## config.mk

```make
export PLATFORM = sky130hd
export DESIGN_NAME = issue_scoreboard
export DESIGN_NICKNAME = d
export VERILOG_FILES = /design/src/rtl/issue_scoreboard.sv
export SDC_FILE = /design/constraint.sdc
export NUM_CORES = 1
export LEC_CHECK = 0
export BUFFER_PORTS_ARGS = -buffer_cell sky130_fd_sc_hd__buf_2
export CORE_UTILIZATION = 30
export CTS_BUF_LIST = sky130_fd_sc_hd__clkbuf_16
export CTS_CLUSTER_DIAMETER = 200
export DETAILED_ROUTE_END_ITERATION = 8
export PLACE_DENSITY = 0.55
export SETUP_SLACK_MARGIN = 0.4
export SLEW_MARGIN = 5
export SYNTH_ARGS = -nofsm -noshare
export SYNTH_HDL_FRONTEND = slang
export SYNTH_SLANG_ARGS = --single-unit
```

## constraint.sdc

```tcl
create_clock -name clk -period 7.7 [get_ports clk]
set_input_delay 1.155 -clock clk [delete_from_list [all_inputs] [get_ports clk]]
set_output_delay 1.155 -clock clk [all_outputs]
set_load 0.03 [all_outputs]
```

## src/rtl/issue_scoreboard.sv

```systemverilog
// In-order issue controller: holds one decoded instruction, tracks pending
// register writes in a busy-bit scoreboard, and stalls on RAW/WAW hazards,
// on the in-flight write limit and on unresolved control flow.

package issue_pkg;

    typedef enum logic [5:0] {
        INVALID_I = 6'd0,
        LUI_I, AUIPC_I, JAL_I, JALR_I,
        BEQ_I, BNE_I, BLT_I, BGE_I, BLTU_I, BGEU_I,
        LW_I, SW_I,
        ADDI_I, SLTI_I, XORI_I, ORI_I, ANDI_I, SLLI_I, SRLI_I, SRAI_I,
        ADD_I, SUB_I, SLL_I, SLT_I, SLTU_I, XOR_I, SRL_I, SRA_I, OR_I, AND_I
    } op_e;

    typedef struct packed {
        op_e         decoded_op;
        logic [4:0]  rs1;
        logic [4:0]  rs2;
        logic [4:0]  rd;
        logic [31:0] imm_val;
        logic        is_br;
        logic        is_jmp;
        logic        rd_mem;
        logic        wr_mem;
        logic        wr_reg;
    } decoded_instr_t;

    // rs1 is read by every legal op except the ones that build from PC/imm only
    function automatic logic uses_rs1(input op_e op);
        case (op)
            INVALID_I, LUI_I, AUIPC_I, JAL_I: uses_rs1 = 1'b0;
            default:                          uses_rs1 = 1'b1;
        endcase
    endfunction

    // rs2 is read by register-register ALU ops, stores and branches
    function automatic logic uses_rs2(input op_e op);
        case (op)
            ADD_I, SUB_I, SLL_I, SLT_I, SLTU_I, XOR_I, SRL_I, SRA_I, OR_I, AND_I,
            SW_I,
            BEQ_I, BNE_I, BLT_I, BGE_I, BLTU_I, BGEU_I: uses_rs2 = 1'b1;
            default:                                    uses_rs2 = 1'b0;
        endcase
    endfunction

endpackage

module issue_scoreboard
    import issue_pkg::*;
#(
    parameter int NUM_REGS     = 32,
    parameter int MAX_INFLIGHT = 4,
    parameter int CNT_BITS     = 32
) (
    input  logic                 clk,
    input  logic                 rst,
    input  logic                 dec_valid,
    output logic                 dec_ready,
    input  decoded_instr_t       dec_instr,
    input  logic [31:0]          dec_pc,
    output logic                 iss_valid,
    input  logic                 iss_ready,
    output decoded_instr_t       iss_instr,
    output logic [31:0]          iss_pc,
    input  logic                 wb_valid,
    input  logic [4:0]           wb_rd,
    input  logic                 br_resolve,
    input  logic                 flush,
    output logic                 illegal_instr,
    output logic [NUM_REGS-1:0]  busy_vec,
    output logic [CNT_BITS-1:0]  stall_cycles
);

    localparam int IW = $clog2(MAX_INFLIGHT + 1);

    typedef enum logic [1:0] {
        ST_EMPTY   = 2'd0,
        ST_HOLD    = 2'd1,
        ST_BR_WAIT = 2'd2
    } state_e;

    state_e                state_q;
    decoded_instr_t        instr_q;
    logic [31:0]           pc_q;
    logic [NUM_REGS-1:0]   busy_q, busy_d;
    logic [IW-1:0]         inflight_q, inflight_d;
    logic [CNT_BITS-1:0]   stall_q;
    logic                  illegal_q;

    logic writes_s, hazard_s, full_s, iss_valid_s, fire_s, held_cf_s;
    logic dec_ready_s, accept_s, accept_legal_s, inc_s, dec_s;

    // Hazard, issue and accept qualification from registered state only
    always_comb begin
        // A write to x0 never occupies the scoreboard nor an in-flight slot,
        // since no writeback will ever retire it.
        writes_s    = instr_q.wr_reg && (instr_q.rd != 5'd0);
        hazard_s    = (uses_rs1(instr_q.decoded_op) && busy_q[instr_q.rs1]) ||
                      (uses_rs2(instr_q.decoded_op) && busy_q[instr_q.rs2]) ||
                      (instr_q.wr_reg && busy_q[instr_q.rd]);
        full_s      = writes_s && (inflight_q == IW'(MAX_INFLIGHT));
        iss_valid_s = (state_q == ST_HOLD) && !hazard_s && !full_s && !flush;
        fire_s      = iss_valid_s && iss_ready;
        held_cf_s   = instr_q.is_br || instr_q.is_jmp;
        // A branch leaving the hold register parks us in BR_WAIT, so nothing
        // may be accepted behind it in the same cycle.
        dec_ready_s = !flush && ((state_q == ST_EMPTY) || (fire_s && !held_cf_s));
        accept_s    = dec_valid && dec_ready_s;
        accept_legal_s = accept_s && (dec_instr.decoded_op != INVALID_I);
        inc_s       = fire_s && writes_s;
        dec_s       = wb_valid && (inflight_q != {IW{1'b0}});
    end

    // Next scoreboard and in-flight count: clear on writeback, set on issue
    always_comb begin
        busy_d = busy_q;
        if (wb_valid) begin
            busy_d[wb_rd] = 1'b0;
        end else begin
            busy_d = busy_d;
        end
        if (inc_s) begin
            busy_d[instr_q.rd] = 1'b1;
        end else begin
            busy_d = busy_d;
        end
        busy_d[0] = 1'b0;
        case ({inc_s, dec_s})
            2'b10:   inflight_d = inflight_q + {{(IW-1){1'b0}}, 1'b1};
            2'b01:   inflight_d = inflight_q - {{(IW-1){1'b0}}, 1'b1};
            default: inflight_d = inflight_q;
        endcase
    end

    // Issue FSM and hold register; flush overrides accept and issue
    always_ff @(posedge clk) begin
        if (rst) begin
            state_q <= ST_EMPTY;
            instr_q <= '0;
            pc_q    <= 32'd0;
        end else if (flush) begin
            state_q <= ST_EMPTY;
            instr_q <= '0;
            pc_q    <= 32'd0;
        end else begin
            case (state_q)
                ST_EMPTY: begin
                    if (accept_legal_s) begin
                        state_q <= ST_HOLD;
                        instr_q <= dec_instr;
                        pc_q    <= dec_pc;
                    end
                end
                ST_HOLD: begin
                    if (fire_s) begin
                        if (held_cf_s) begin
                            state_q <= ST_BR_WAIT;
                        end else if (accept_legal_s) begin
                            state_q <= ST_HOLD;
                            instr_q <= dec_instr;
                            pc_q    <= dec_pc;
                        end else begin
                            state_q <= ST_EMPTY;
                        end
                    end
                end
                ST_BR_WAIT: begin
                    if (br_resolve) begin
                        state_q <= ST_EMPTY;
                    end
                end
                default: state_q <= ST_EMPTY;
            endcase
        end
    end

    // Scoreboard, in-flight count, stall counter and illegal pulse
    always_ff @(posedge clk) begin
        if (rst) begin
            busy_q     <= {NUM_REGS{1'b0}};
            inflight_q <= {IW{1'b0}};
            stall_q    <= {CNT_BITS{1'b0}};
            illegal_q  <= 1'b0;
        end else begin
            busy_q     <= busy_d;
            inflight_q <= inflight_d;
            illegal_q  <= accept_s && (dec_instr.decoded_op == INVALID_I);
            if ((state_q == ST_HOLD) && !iss_valid_s && (stall_q != {CNT_BITS{1'b1}})) begin
                stall_q <= stall_q + {{(CNT_BITS-1){1'b0}}, 1'b1};
            end
        end
    end

    assign dec_ready     = dec_ready_s;
    assign iss_valid     = iss_valid_s;
    assign iss_instr     = instr_q;
    assign iss_pc        = pc_q;
    assign illegal_instr = illegal_q;
    assign busy_vec      = busy_q;
    assign stall_cycles  = stall_q;

endmodule

```

Word-level counts from Yosys, hierarchy flattened
Memories as Yosys holds them, arrays and structs flattened. A register that Yosys moved wholly into a read port is not among the register bits.
Cells that the tools add are included.
{ "totals": {"register_bits": 160, "mem_bits_ro": 32, "input_bits": 102, "output_inout_bits": 157, "wordCells": 115, "memories": 1} }
{ "op_classes": {"n_addsub": 3, "order_cmp": 6, "eq_ne": 13, "muxes": 31, "n_bitwise": 3, "n_reduce_logical": 41} }
{ "memory_table": {"columns": ["memory", "depth", "word_bits", "rd", "rd_clocked_by_memory_dff", "wr", "line_no", "rtl"], "rows": [
  ["(name not given)", 32, 1, 1, 1, 0, "39", "case (op)"]
]} }
{ "op_table": {"columns": ["operator", "count"], "rows": [
  ["two-way mux 58 bit", 3],
  ["two-way mux 32 bit", 5],
  ["case mux 58 bit (2 select lines)", 1],
  ["case mux 32 bit (2 select lines)", 1],
  ["adder 32 x 1 -> 32 bit, second input constant", 1],
  ["AND 32 bit", 1],
  ["!= test 32 bit, second input constant", 1],
  ["inverter 32 bit", 1],
  ["OR 32 bit", 1],
  ["less-than comparator 5 x 6 -> 1 bit, second input constant", 4],
  ["logical AND 1 bit", 20],
  ["binary-select mux 1 bit (select 5 bit)", 3],
  ["== test 6 x 2 -> 1 bit, second input constant", 2],
  ["zero test 6 bit", 2],
  ["demux 1 bit (select 5 bit)", 2],
  ["greater-or-equal comparator 5 x 1 -> 1 bit, second input constant", 2],
  ["two-way mux 5 bit", 2],
  ["two-way mux 1 bit", 8],
  ["two-way mux 2 bit", 4],
  ["!= test 2 bit, second input constant", 4],
  ["== test 6 x 1 -> 1 bit, second input constant", 1],
  ["case mux 2 bit (3 select lines)", 1],
  ["case mux 3 bit (2 select lines)", 1],
  ["AND reduction 3 bit", 2],
  ["other kinds (14)", 24]
]} }

Depth between registers and ports, before layout
{ "logic_depth": {"word_depth": 22, "mapped_depth": 14, "ltp_nobuf": 12} }

Least setup slack after synthesis
Ideal clock, no wire load.
{ "synth_timing": {"kind": "register to output", "start": "register instr_q (netlist bit iss_instr[48])", "end": "output dec_ready", "arrival_time_ns": 2.815, "setup_slack_ns": 3.730, "stages_incl_launch_ff": 9, "n_path_buf": 1, "path_cell_list": "dfxtp_1 > buf_6 > mux4_1 > mux4_2 > nor2_2 > a211oi_4 > nor4b_4 > a21oi_1 > nor2_1"} }
{ "synth_between": {"elab_chain_cells": 13} }
{ "synth_lines": {"columns": ["element", "line_no", "rtl"], "rows": [
  ["from (decl)", "84", "decoded_instr_t instr_q;"],
  ["from (signal assigned)", "151", "instr_q <= dec_instr;"],
  ["from (signal assigned)", "161", "instr_q <= dec_instr;"],
  ["binary-select mux 1 bit (select 5 bit)", "99", "hazard_s = (uses_rs1(instr_q.decoded_op) && busy_q[instr_q.rs1]) ||"],
  ["two-way mux 1 bit (not written as such)", "99", null],
  ["logical AND 1 bit", "99", null],
  ["logical OR 1 bit", "99", null],
  ["logical OR 1 bit", "100", "(uses_rs2(instr_q.decoded_op) && busy_q[instr_q.rs2]) ||"],
  ["zero test 1 bit", "103", "iss_valid_s = (state_q == ST_HOLD) && !hazard_s && !full_s && !flush;"],
  ["logical AND 1 bit (3 in series)", "103", null],
  ["logical AND 1 bit", "104", "fire_s = iss_valid_s && iss_ready;"],
  ["logical AND 1 bit", "108", "dec_ready_s = !flush && ((state_q == ST_EMPTY) || (fire_s && !held_cf_s));"],
  ["logical OR 1 bit", "108", null],
  ["logical AND 1 bit", "108", null],
  ["to (decl)", "59", "output logic dec_ready,"]
]} }
No other way between the ends. The select of a mux whose other input is x is not followed.

Final worst setup path
{ "layout_timing": {"start": "register instr_q (netlist bit iss_instr[38])", "end": "output dec_ready"} }
{ "layout_between": {"elab_chain_cells": 12, "elab_cells_between_ends": 16} }
{ "layout_lines": {"columns": ["element", "line_no", "rtl"], "rows": [
  ["binary-select mux 1 bit (select 5 bit)", "101", "(instr_q.wr_reg && busy_q[instr_q.rd]);"],
  ["two-way mux 1 bit (not written as such)", "101", null],
  ["logical AND 1 bit", "101", null],
  ["logical OR 1 bit", "100", null],
  ["zero test 1 bit", "103", null],
  ["logical AND 1 bit", "103", null],
  ["logical AND 1 bit (*) (2 in series)", "103", null],
  ["logical AND 1 bit (*)", "104", null],
  ["logical AND 1 bit (*)", "108", null],
  ["logical OR 1 bit (*)", "108", null],
  ["logical AND 1 bit (*)", "108", null]
]} }
Every way passes the cells marked *; elsewhere a longest branch is shown, timed or not. The select of a mux whose other input is x is not followed.

==> flow_metrics.tcl <==
set metrics [dict create \
    status "completed" \
    die_w_um 160 \
    grt_pass1_vias 6757 \
    synth_edf_count 0 \
    htree_levels 4 \
    numPortBuffers 257 \
    clk-insertion-delay-late_ps 430 \
    tightest_slew_ps 1170 \
    hpwl_um 16900 \
    antenna_found_initial 6 \
    finalPower_mw 1.86 \
    slowest_stage "dfxtp_1" \
    ctsHoldBuffers 0 \
    cts_sinks 160 \
    syn_area_mm2 0.00750 \
    power.density_mw_per_mm2 194 \
    max_cap_violations 0 \
    die_h_um 160 \
    critical_path_required_ps 6550 \
    nets 1237 \
    synth_area_leaders "dfxtp_1, nand2_1, a21oi_1" \
    std_cell_rows 57 \
    grt_pass1_wl_um 37600 \
    vias_per_cell 4.97 \
    post_drt_wl_per_cell_um 16.5 \
    drc 0 \
    firstDrtPassIters 5 \
    period_share_pct 63.0 \
    max_stage_delay_ps 1100 \
    min_to "iss_instr[26]$_SDFFE_PP0P_" \
    rsz0062_at_grt "false" \
    cp_cell_sequence "mux2_2, a22o_1, a222oi_1, a31oi_4, nor4b_4, a21oi_1, nor2_1, buf_2" \
    cp-end-kind "output pin" \
    hold_violations 0 \
    fmax_mhz 206 \
    async_reset_ff_share_pct 0 \
    synth.net_count 1013 \
    synth_seq_cells 160 \
    clock_path_buffers 2 \
    hold_path_depth 2 \
    core-area_mm2 0.0245 \
    synth_cell_types 71 \
    clock_skew_ps 13.7 \
    cts.repair.resized 0 \
    synth_cells 908 \
    rrSetupSlack_ps 3410 \
    synth_top_area_share_pct 42.7 \
    slew_headroom_pct 22.1 \
    postSynthAreaPerCell_um2 8.27 \
    ys_seq_area_share_pct 42.7 \
    synth_warnings 0 \
    ir_drop_mv 0.162 \
    placed_area_mm2 0.00897 \
    start_kind "flip-flop" \
    period_minus_slack_ps 4850 \
    final_antenna_net_count 0 \
    reg2reg_depth 10 \
    hold_class "reg2reg" \
    cts_tree "done" \
    vias 7322 \
    wl_um 24200 \
    grt_max_degree 94 \
    clk_pin_slew_ps 80 \
    drive_above_1_share_pct 29.3 \
    slew_violations 0 \
    rr_startpoint "iss_instr[38]$_SDFFE_PP0P_" \
    fin_area_mm2 0.00958 \
    post_cts_buffers 0 \
    area_growth_pct 27.7 \
    min_from "iss_instr[26]$_SDFFE_PP0P_" \
    overflow 0 \
    grt_usage_pct 18.5 \
    root_buffer "clkbuf_16" \
    critPathMaxFanout 22 \
    io_pins 259 \
    drt_iter0_drc 605 \
    cts_buffers 17 \
    setup_viol 0 \
    fp.dieArea_mm2 0.0257 \
    crit_type "reg2out" \
    synth_ff_type "dfxtp_1" \
    gp_congestion 0.856 \
    setup-tns-final_ps 0 \
    start_util_pct 30.7 \
    synth_largest_area_cell "dfxtp_1" \
    cp.arrival_ps 3700 \
    leakage_nw 3.81 \
]
==> cell usage in the layout, fill, tap and decap left out, types with 4 or more instances in the layout <==
cell       instances
a21oi_1          131
a22oi_1            4
and3_1             7
buf_2            257
clkbuf_16         17
clkinv_8           4
dfxtp_1          160
diode_2            4
inv_1             18
inv_8              7
mux2_2             9
mux2i_1           21
mux4_2             7
nand2_1          233
nand3_1           14
nand3b_1          14
nand4_1            5
nor2_1            42
nor2b_1            8
nor3_1            15
nor3_4             4
o21ai_0           48
or3_1             14
xnor2_1           15
xor2_1             7
==> layout make-up <==
cell class                 count  area, um2
sequential                   160       3200
tap                          324        405
multi-input combinational    676       3990
clock inverter                15        179
clock buffer                  17        425
inverter                      18       67.6
timing repair buffer         259       1300
antenna                        4       10.0
fill                        2533      14900
==> report_power, final <==
group          internal [mW]  switching, mW  total (mW)
registers              0.838         0.0132       0.852
clock network          0.442          0.419       0.861
logic                 0.0497         0.0971       0.147
total                   1.33          0.530        1.86
==> per-layer routing <==
metal  vias to the layer above  wire length (um)  GRT usage [%]  part of all wire, %
met5                         -                23              0                0.095
met4                         4               433           5.84                  1.8
met3                        38              1840           5.64                  7.6
met2                       275             11300           29.5                   47
met1                      3401             10600           23.9                   44
li1                       3604                 -              -                    -
==> cells by family after synthesis <==
| group | count (synthesis) | share of synthesized area (%) |
|---|---|---|
| and+or+nand+nor | 399 | 25.8 |
| AOI/OAI and AO/OA | 211 | 16.6 |
| adders and majority gates | 3 | 0.600 |
| muxes | 40 | 7.30 |
| xor gates and xnor gates | 22 | 2.57 |
| DFF | 160 | 42.7 |
| other | 1 | 0.0500 |
| buffers and inverters | 72 | 4.43 |
==> Yosys cell counts (8+ instances only) <==
library cell,count
clkbuf_1,27
or3_1,14
buf_2,17
nand3_1,14
nor2b_1,8
dfxtp_1,160
nand2_1,233
mux2i_1,21
inv_1,18
mux2_2,9
nor3_1,15
xnor2_1,15
o21ai_0,48
nand3b_1,14
nor2_1,42
a21oi_1,132
==> metrics by stage <==
step                setup WS (ps)  util (%)  std cells  hold WS [ps]
detailed placement           3290      36.7       1437           443
global route                 2540      39.1       1471           470
CTS                          2820      39.1       1469           454
global placement             3300      36.7       1437           438
finish                       2850      39.2       1473           451
floorplan                    3730         -        908           466
==> state kept, by name (all words and copies together) (netlist names), named ones only <==
name and cells:
busy_vec 31, illegal_instr 1, inflight_q 3, iss_instr 58, iss_pc 32, stall_cycles 32
state_q 2
==> worst max-delay path, delay by kind of cell (launching register included) <==
| family | cells | cell delay (ps) |
|---|---|---|
| AOI/OAI and AO/OA | 4 | 940 |
| and+or+nand+nor | 2 | 580 |
| muxes | 1 | 420 |
| DFF | 1 | 1100 |
| buffers and inverters | 1 | 220 |
==> how the worst max path moves through the flow <==
stage | start | cells past startpoint | to
finish | iss_instr[38]$_SDFFE_PP0P_ | 8 | dec_ready
CTS | iss_instr[38]$_SDFFE_PP0P_ | 8 | dec_ready
global route | iss_instr[38]$_SDFFE_PP0P_ | 8 | dec_ready
global placement | iss_instr[38]$_SDFFE_PP0P_ | 8 | dec_ready
detailed placement | iss_instr[38]$_SDFFE_PP0P_ | 8 | dec_ready
floorplan | iss_instr[48]$_SDFFE_PP0P_ | 8 | dec_ready
(Power assumes the default switching activity.)
